==> src/rtl/rr_mux_if.sv <==
// rr_mux_if: channel inputs (mode/sel/in_data/in_valid/in_ready) and registered output handshake (out_*) of rr_mux_reg
interface rr_mux_if #(
  parameter int WIDTH  = 4,
  parameter int NUM_CH = 16,
  parameter int SEL_W  = 4
);
  logic                    mode;
  logic [SEL_W-1:0]        sel;
  logic [NUM_CH*WIDTH-1:0] in_data;
  logic [NUM_CH-1:0]       in_valid;
  logic [NUM_CH-1:0]       in_ready;
  logic [WIDTH-1:0]        out_data;
  logic [SEL_W-1:0]        out_ch;
  logic                    out_valid;
  logic                    out_ready;
  modport master (output mode, sel, in_data, in_valid, out_ready,
                  input  in_ready, out_data, out_ch, out_valid);
  modport slave  (input  mode, sel, in_data, in_valid, out_ready,
                  output in_ready, out_data, out_ch, out_valid);
endinterface

==> src/rtl/rr_mux_reg.sv <==
// rr_mux_reg: N:1 registered mux, direct-select or round-robin; ports clk, rst_n (async low), bus (rr_mux_if.slave)
module rr_mux_reg #(
  parameter int WIDTH  = 4,
  parameter int NUM_CH = 16,
  parameter int SEL_W  = 4
) (
  input logic     clk,
  input logic     rst_n,
  rr_mux_if.slave bus
);
  logic [SEL_W-1:0] rr_ptr, rr_g, g, out_ch_q;
  logic [WIDTH-1:0] out_data_q;
  logic             out_valid_q, rr_hit, sel_ok, grant_vld, load, xfer_in;
  int               idx;
  always_comb begin
    rr_g   = '0;
    rr_hit = 1'b0;
    idx    = 0;
    for (int i = 0; i < NUM_CH; i++) begin
      idx = (int'(rr_ptr) + i >= NUM_CH) ? int'(rr_ptr) + i - NUM_CH : int'(rr_ptr) + i;
      if (!rr_hit && bus.in_valid[idx]) begin
        rr_g   = SEL_W'(idx);
        rr_hit = 1'b1;
      end
    end
  end
  assign sel_ok    = int'(bus.sel) < NUM_CH;
  assign g         = bus.mode ? rr_g : bus.sel;
  assign grant_vld = bus.mode ? |bus.in_valid : (sel_ok && bus.in_valid[bus.sel]);
  assign load      = !out_valid_q || bus.out_ready;
  assign xfer_in   = rst_n && load && grant_vld;
  always_comb begin
    bus.in_ready = '0;
    if (xfer_in) bus.in_ready[g] = 1'b1;
  end
  always_ff @(posedge clk or negedge rst_n)
    if (!rst_n) begin
      out_valid_q <= 1'b0;
      out_data_q  <= '0;
      out_ch_q    <= '0;
      rr_ptr      <= '0;
    end else begin
      if (xfer_in) begin
        out_data_q  <= bus.in_data[int'(g)*WIDTH +: WIDTH];
        out_ch_q    <= g;
        out_valid_q <= 1'b1;
      end else if (bus.out_ready) out_valid_q <= 1'b0;
      if (xfer_in && bus.mode) rr_ptr <= (int'(g) == NUM_CH - 1) ? '0 : g + 1'b1;
    end
  assign bus.out_data  = out_data_q;
  assign bus.out_ch    = out_ch_q;
  assign bus.out_valid = out_valid_q;
endmodule

==> src/flat_wrapper.sv <==
// flat-port wrapper written by rule: the top's interface ports become plain ports
module rr_mux_reg_flat 
#(
  parameter int WIDTH  = 4,
  parameter int NUM_CH = 16,
  parameter int SEL_W  = 4
)
  (clk, rst_n, bus_mode, bus_sel, bus_in_data, bus_in_valid, bus_out_ready, bus_in_ready, bus_out_data, bus_out_ch, bus_out_valid);
  rr_mux_if #(.WIDTH(WIDTH), .NUM_CH(NUM_CH), .SEL_W(SEL_W)) bus_i ();
  input logic clk;
  input logic rst_n;
  input wire logic [$bits(bus_i.mode)-1:0] bus_mode;
  input wire logic [$bits(bus_i.sel)-1:0] bus_sel;
  input wire logic [$bits(bus_i.in_data)-1:0] bus_in_data;
  input wire logic [$bits(bus_i.in_valid)-1:0] bus_in_valid;
  input wire logic [$bits(bus_i.out_ready)-1:0] bus_out_ready;
  output wire logic [$bits(bus_i.in_ready)-1:0] bus_in_ready;
  output wire logic [$bits(bus_i.out_data)-1:0] bus_out_data;
  output wire logic [$bits(bus_i.out_ch)-1:0] bus_out_ch;
  output wire logic [$bits(bus_i.out_valid)-1:0] bus_out_valid;
  assign bus_i.mode = bus_mode;
  assign bus_i.sel = bus_sel;
  assign bus_i.in_data = bus_in_data;
  assign bus_i.in_valid = bus_in_valid;
  assign bus_i.out_ready = bus_out_ready;
  assign bus_in_ready = bus_i.in_ready;
  assign bus_out_data = bus_i.out_data;
  assign bus_out_ch = bus_i.out_ch;
  assign bus_out_valid = bus_i.out_valid;
  rr_mux_reg #(.WIDTH(WIDTH), .NUM_CH(NUM_CH), .SEL_W(SEL_W)) u_core (.clk(clk), .rst_n(rst_n), .bus(bus_i));
endmodule
==> config.mk <==
export PLATFORM = sky130hd
export DESIGN_NAME = rr_mux_reg_flat
export DESIGN_NICKNAME = d
export VERILOG_FILES = /design/src/rtl/rr_mux_if.sv /design/src/rtl/rr_mux_reg.sv /design/src/flat_wrapper.sv
export SDC_FILE = /design/constraint.sdc
export NUM_CORES = 1
export LEC_CHECK = 0
export CAP_MARGIN = 10
export CORE_ASPECT_RATIO = 2
export CORE_UTILIZATION = 51
export CTS_CLUSTER_SIZE = 16
export DETAILED_ROUTE_END_ITERATION = 16
export GPL_TIMING_DRIVEN = 0
export HOLD_SLACK_MARGIN = 0.15
export PLACE_DENSITY = 0.83
export SYNTH_ARGS = -nofsm -noshare
export SYNTH_HDL_FRONTEND = slang
export SYNTH_SLANG_ARGS = --single-unit
==> constraint.sdc <==
create_clock -name clk -period 19.11 [get_ports clk]
set_input_delay 3.822 -clock clk [delete_from_list [all_inputs] [get_ports clk]]
set_output_delay 3.822 -clock clk [all_outputs]
set_load 0.05 [all_outputs]
Yosys cells after proc, flatten, opt, wreduce, memory -nomap -nowiden
Cells that the tools add are included.

storage, ports and cells
  bits in registers = 13
  bits of input ports = 88

operators by class
  $add $sub $neg = 32
  magnitude comparators = 35
  equality and inequality tests = 1
  shifts and indexed selects = 1
  multiplexer cells = 105
  reductions and logical operators = 38

operators with widths
  cell                                                                            count
  32-bit by 6-bit less-than comparator with 1-bit output (second input constant)  16
  32-bit two-way mux                                                              16
  32-bit by 6-bit >= comparator with 1-bit output (second input constant)         15
  32-bit by 6-bit subtractor with 32-bit output (second input constant)           15
  4-bit two-way mux                                                               18
  1-bit binary-select mux with 4-bit select                                       17
  64-bit by 7-bit indexed part select with 4-bit output                           1
  1-bit two-way mux                                                               52
  4-bit by 4-bit adder with 5-bit output (second input constant)                  8
  4-bit by 3-bit adder with 5-bit output (second input constant)                  4
  1-bit logical AND                                                               19
  1-bit zero test                                                                 16
  16-bit two-way mux                                                              1
  16-bit OR reduction                                                             1
  4-bit by 2-bit adder with 5-bit output (second input constant)                  2
  4-bit by 5-bit less-than comparator with 1-bit output (second input constant)   2
  4-bit by 5-bit subtractor with 6-bit output (second input constant)             1
  4-bit by 1-bit adder with 5-bit output (second input constant)                  1
  4-bit by 5-bit >= comparator with 1-bit output (second input constant)          1
  4-bit by 1-bit adder with 4-bit output (second input constant)                  1
  1-bit demux with 4-bit select                                                   1
  4-bit by 1-bit == test with 1-bit output (second input constant)                1
  4-bit by 1-bit >= comparator with 1-bit output (second input constant)          1
  2-bit nonzero test                                                              1
  1-bit logical OR                                                                1

Longest topological paths before layout
  depth after elaboration = 57
  gate-level depth with buffers = 24
  mapped depth without buffers = 15

Worst setup path before layout
No wires, ideal clock.

  kind = input-to-output
  from = input port bus_in_valid[10]
  to = output port bus_in_ready[7]
  arrival = 7.968 ns
  slack = 7.320 ns
  stages = 13
  buffers on the path = 1
  cells stage by stage = mux4_1 > mux2_2 > mux2_4 > nor4_4 > nand4_2 > a2111oi_0 > o31a_1 > o21ai_1 > nand2_2 > buf_4 > ha_1 > nand2_1 > nor3_1

on the way
  cells in the longest elaborated chain, start to end = 55
  elaborated cells between the ends (all ways) = 121
  those cells by class = 2 x order compare; 86 x mux; 33 x reduce/logical

ends and longest elaborated chain
  element                                                                                                                                        RTL line            source
  from (decl)                                                                                                                                    flat_wrapper.sv:15  input wire logic [$bits(bus_i.in_valid)-1:0] bus_in_valid;
  1-bit binary-select mux with 4-bit select                                                                                                      rr_mux_reg.sv:21    if (!rr_hit && bus.in_valid[idx]) begin
  1-bit two-way mux (not written as such) (2 in series)                                                                                          rr_mux_reg.sv:21
  1-bit two-way mux                                                                                                                              rr_mux_reg.sv:21
  1-bit zero test                                                                                                                                rr_mux_reg.sv:21
  1-bit logical AND                                                                                                                              rr_mux_reg.sv:21
  1-bit two-way mux                                                                                                                              rr_mux_reg.sv:21
  1-bit zero test                                                                                                                                rr_mux_reg.sv:21
  1-bit logical AND                                                                                                                              rr_mux_reg.sv:21
  (+39 left out)                                                                                                                                 --
  4-bit two-way mux (*)                                                                                                                          rr_mux_reg.sv:21
  4-bit two-way mux (*)                                                                                                                          rr_mux_reg.sv:28    assign g = bus.mode ? rr_g : bus.sel;
  named net u_core.g[1]                                                                                                                          rr_mux_reg.sv:11    logic [SEL_W-1:0] rr_ptr, rr_g, g, out_ch_q;
  4-bit by 5-bit less-than comparator with 1-bit output (not written as such) or 4-bit by 1-bit >= comparator with 1-bit output (tied branches)  rr_mux_reg.sv:34    if (xfer_in) bus.in_ready[g] = 1'b1;
  1-bit logical AND (not written as such)                                                                                                        rr_mux_reg.sv:34
  1-bit two-way mux (not written as such)                                                                                                        rr_mux_reg.sv:34
  1-bit demux with 4-bit select (*)                                                                                                              --
  16-bit two-way mux (*)                                                                                                                         rr_mux_reg.sv:34
  to (decl)                                                                                                                                      flat_wrapper.sv:17  output wire logic [$bits(bus_i.in_ready)-1:0] bus_in_ready;

Mark *: on every way through the listed nets, which the timed path passes. The rest lies on a longest branch. The select of a mux whose other input is x is not followed.

Final worst setup path
  from = input port bus_in_valid[9]
  to = output port bus_in_ready[7]

The elaborated chain is that of the path after synthesis.

==> reports/results.ini <==
[sta]
tns_ns = 0
fin_skew_ns = 0.000693
slew_violations = 0
maxSlewHeadroom_pct = 30.7
rsz0062_at_grt = false
setup_viol = 0
period_share_pct = 71.5
hold_viol = 0
fmax_mhz = 73.2
worstMarginPinSlew_ns = 1.03
fin_crit_ns = 13.67

[cells_and_area]
drive_above_1_share_pct = 14.3
area_growth_pct = 31.2
diodes = 0
fin_cells = 692
nNetsFinal = 696

[cts]
cts_sinks = 13
cts_tree = yes
clk_pin_slew_worst_paths_ns = 0.05
cts-resized-gates = 0
cts-root-buf = clkbuf_16
clockBufferDepth = 2
cts_made_buffers = 3
postCtsHoldBufs = 0
clk-insertion-delay-late_ns = 0.25
ctsHtreeMaxLevel = 1
post_cts_buffers = 0

[global_routing]
grt_max_degree = 15
met2_usage_pct = 80.4
grt_most_used_layer = met2
grt_antenna_before_repair = 0
grt_usage_pct = 44.5
gr-total-overflow = 0
use_met1_pct = 38.8
grt_pass1_vias = 5081
gr-usage-met3_pct = 10.4
grt_pass1_wl_mm = 27.9

[logic_synthesis]
synthCells = 480
synth-edff-count = 0
ys.warnings.count = 0
ys_seq_area_share_pct = 7.69
async_flop_share_pct = 100
synthFlopType = dfrtp_1
syn-cell-area_um2 = 4230
ys_ff_latch = 13
synth_nets = 579
syn_avg_cell_area_um2 = 8.81
synth_cell_types = 77

[detailed_routing]
ant_nets = 0
drt_pass1_iterations = 5
via_per_inst = 7.14
drtIter0Drc = 391
wl_mm = 18.5
detail_route.wl_per_cell_um = 26.7
drc_errors = 0
vias = 4941

[floorplanning]
die_y_um = 131
die_w_um = 66.4
ios = 113
initial_core_util_pct = 52.9
core-area_um2 = 8000
dieArea_um2 = 8680
rows = 46

[placement]
gp_congestion = 0.969
dp_cells = 688
portBuffers = 112
place_hpwl_mm = 14.5

[min_path]
hp-class = reg -> reg

[worst_setup_path]
start_kind = input port
crit_arrival_ns = 9.84
critPathCaptureType = primary output
crit_required_ns = 15.29
path_class = in -> out
worstPathMaxFanout = 11

[job]
drv_cap = 0

[status]
outcome = complete, no violations

-- kinds of logic (layout without fill, tap and decap cells) --
logic type,count (synthesis),count (layout),share of synthesized area [%]
AND/OR/NAND/NOR,154,154,19.1
multiplexers,126,126,41.4
AO/OA/AOI/OAI,121,121,20.7
buffers and inverters,44,160,5.18
flip-flops,13,13,7.69
adder cells (fa/ha/maj),11,11,3.25
XOR/XNOR,11,11,2.63
-- state kept, by name, indices dropped and copies added (netlist names) --
signal,flops
u_core.bus.out_ch,4
u_core.bus.out_data,4
u_core.rr_ptr,4
u_core.bus.out_valid,1
-- layer usage --
layer,share of wire [%],up-vias
li1,-,2132
met1,29,2330
met4,11,0
met3,7.9,134
met2,53,345
met5,0,-
-- placed cells by master (no fill, tap or decap), drive strengths merged, types with 4 or more instances in the layout --
master         synthesis  final
clkdlybuf4s50          0    112
mux2i                 72     72
nor2                  42     42
mux4                  33     33
nand2                 32     32
a21oi                 27     27
mux2                  21     21
buf                   20     20
o21ai                 19     19
nand3                 17     17
nor3                  15     15
nor2b                 13     13
dfrtp                 13     13
inv                   13     13
clkbuf                10     13
a31oi                 11     11
ha                    11     11
a22oi                 11     11
xnor2                  7      7
a2111oi                6      6
nor4                   6      6
nand4                  5      5
and2                   4      4
nand2b                 4      4
or4                    4      4
o211ai                 4      4
xor2                   4      4
-- Yosys cell counts (5+ instances only) --
master | n | area share, %
nor2_1 | 41 | 3.6
clkbuf_1 | 10 | 0.89
mux4_1 | 10 | 6.2
nor2b_1 | 13 | 1.9
buf_2 | 15 | 1.8
a22oi_1 | 10 | 1.8
nor3_1 | 14 | 1.7
a21oi_1 | 26 | 3.1
o21ai_0 | 17 | 2.0
a2111oi_0 | 5 | 1.0
nand2_1 | 31 | 2.8
a31oi_1 | 11 | 1.6
mux2_2 | 18 | 4.8
ha_1 | 11 | 3.3
nand3_1 | 17 | 2.0
xnor2_1 | 7 | 1.4
inv_1 | 12 | 1.1
mux2i_1 | 71 | 17
dfrtp_1 | 13 | 7.7
mux4_2 | 23 | 12
-- through the flow --
stage          setup WS [ns]  utilization (%)  hold WS (ns)  instance area [µm²]
3_5_place_dp            5.57             68.4         0.499                 5470
3_3_place_gp            5.68             68.4         0.497                 5470
6_report                5.44             69.4         0.515                 5550
4_1_cts                 5.57             69.4         0.515                 5550
5_1_grt                 5.21             69.4         0.533                 5550
2_1_floorplan           7.32                -         0.781                 4230
-- worst max-delay path: stages --
cell	delay [ns]
clkdlybuf4s50_1	0.67
mux4_2	0.60
mux2i_1	0.49
mux2i_1	0.42
nor4_4	0.39
nand4_2	0.23
a2111oi_0	0.78
o31a_1	0.22
o21ai_1	0.14
nand2_2	0.27
buf_4	0.30
ha_1	0.27
nand2_1	0.16
nor3_1	0.22
clkdlybuf4s50_1	0.85
-- final cells by class --
type,instances,area [µm²]
Multi-Input combinational cell,423,3680
Fill cell,639,2450
Timing Repair Buffer,112,1120
Sequential cell,13,325
Buffer,30,166
Tap cell,96,120
Clock buffer,3,75.1
Inverter,14,52.6
Clock inverter,1,5.00
-- worst paths after layout --
kind | from | to | slack [ns] | cells after the start
max reg2reg | u_core.rr_ptr[1]$_DFFE_PN0P_ | u_core.rr_ptr[3]$_DFFE_PN0P_ | 11.59 | 22
min reg2reg | u_core.bus.out_ch[3]$_DFFE_PN0P_ | u_core.bus.out_ch[3]$_DFFE_PN0P_ | 0.51 | 1
min | u_core.bus.out_ch[3]$_DFFE_PN0P_ | u_core.bus.out_ch[3]$_DFFE_PN0P_ | 0.51 | 1
min in group asynchronous | rst_n | u_core.bus.out_data[0]$_DFFE_PN0P_ | 3.99 | 1
max | bus_in_valid[9] | bus_in_ready[7] | 5.44 | 15
max in group asynchronous | rst_n | u_core.rr_ptr[2]$_DFFE_PN0P_ | 14.69 | 1
Power is left out: the tool's default activity adds up to more than one toggle a clock period on the data nets, which glitch-free logic cannot reach.
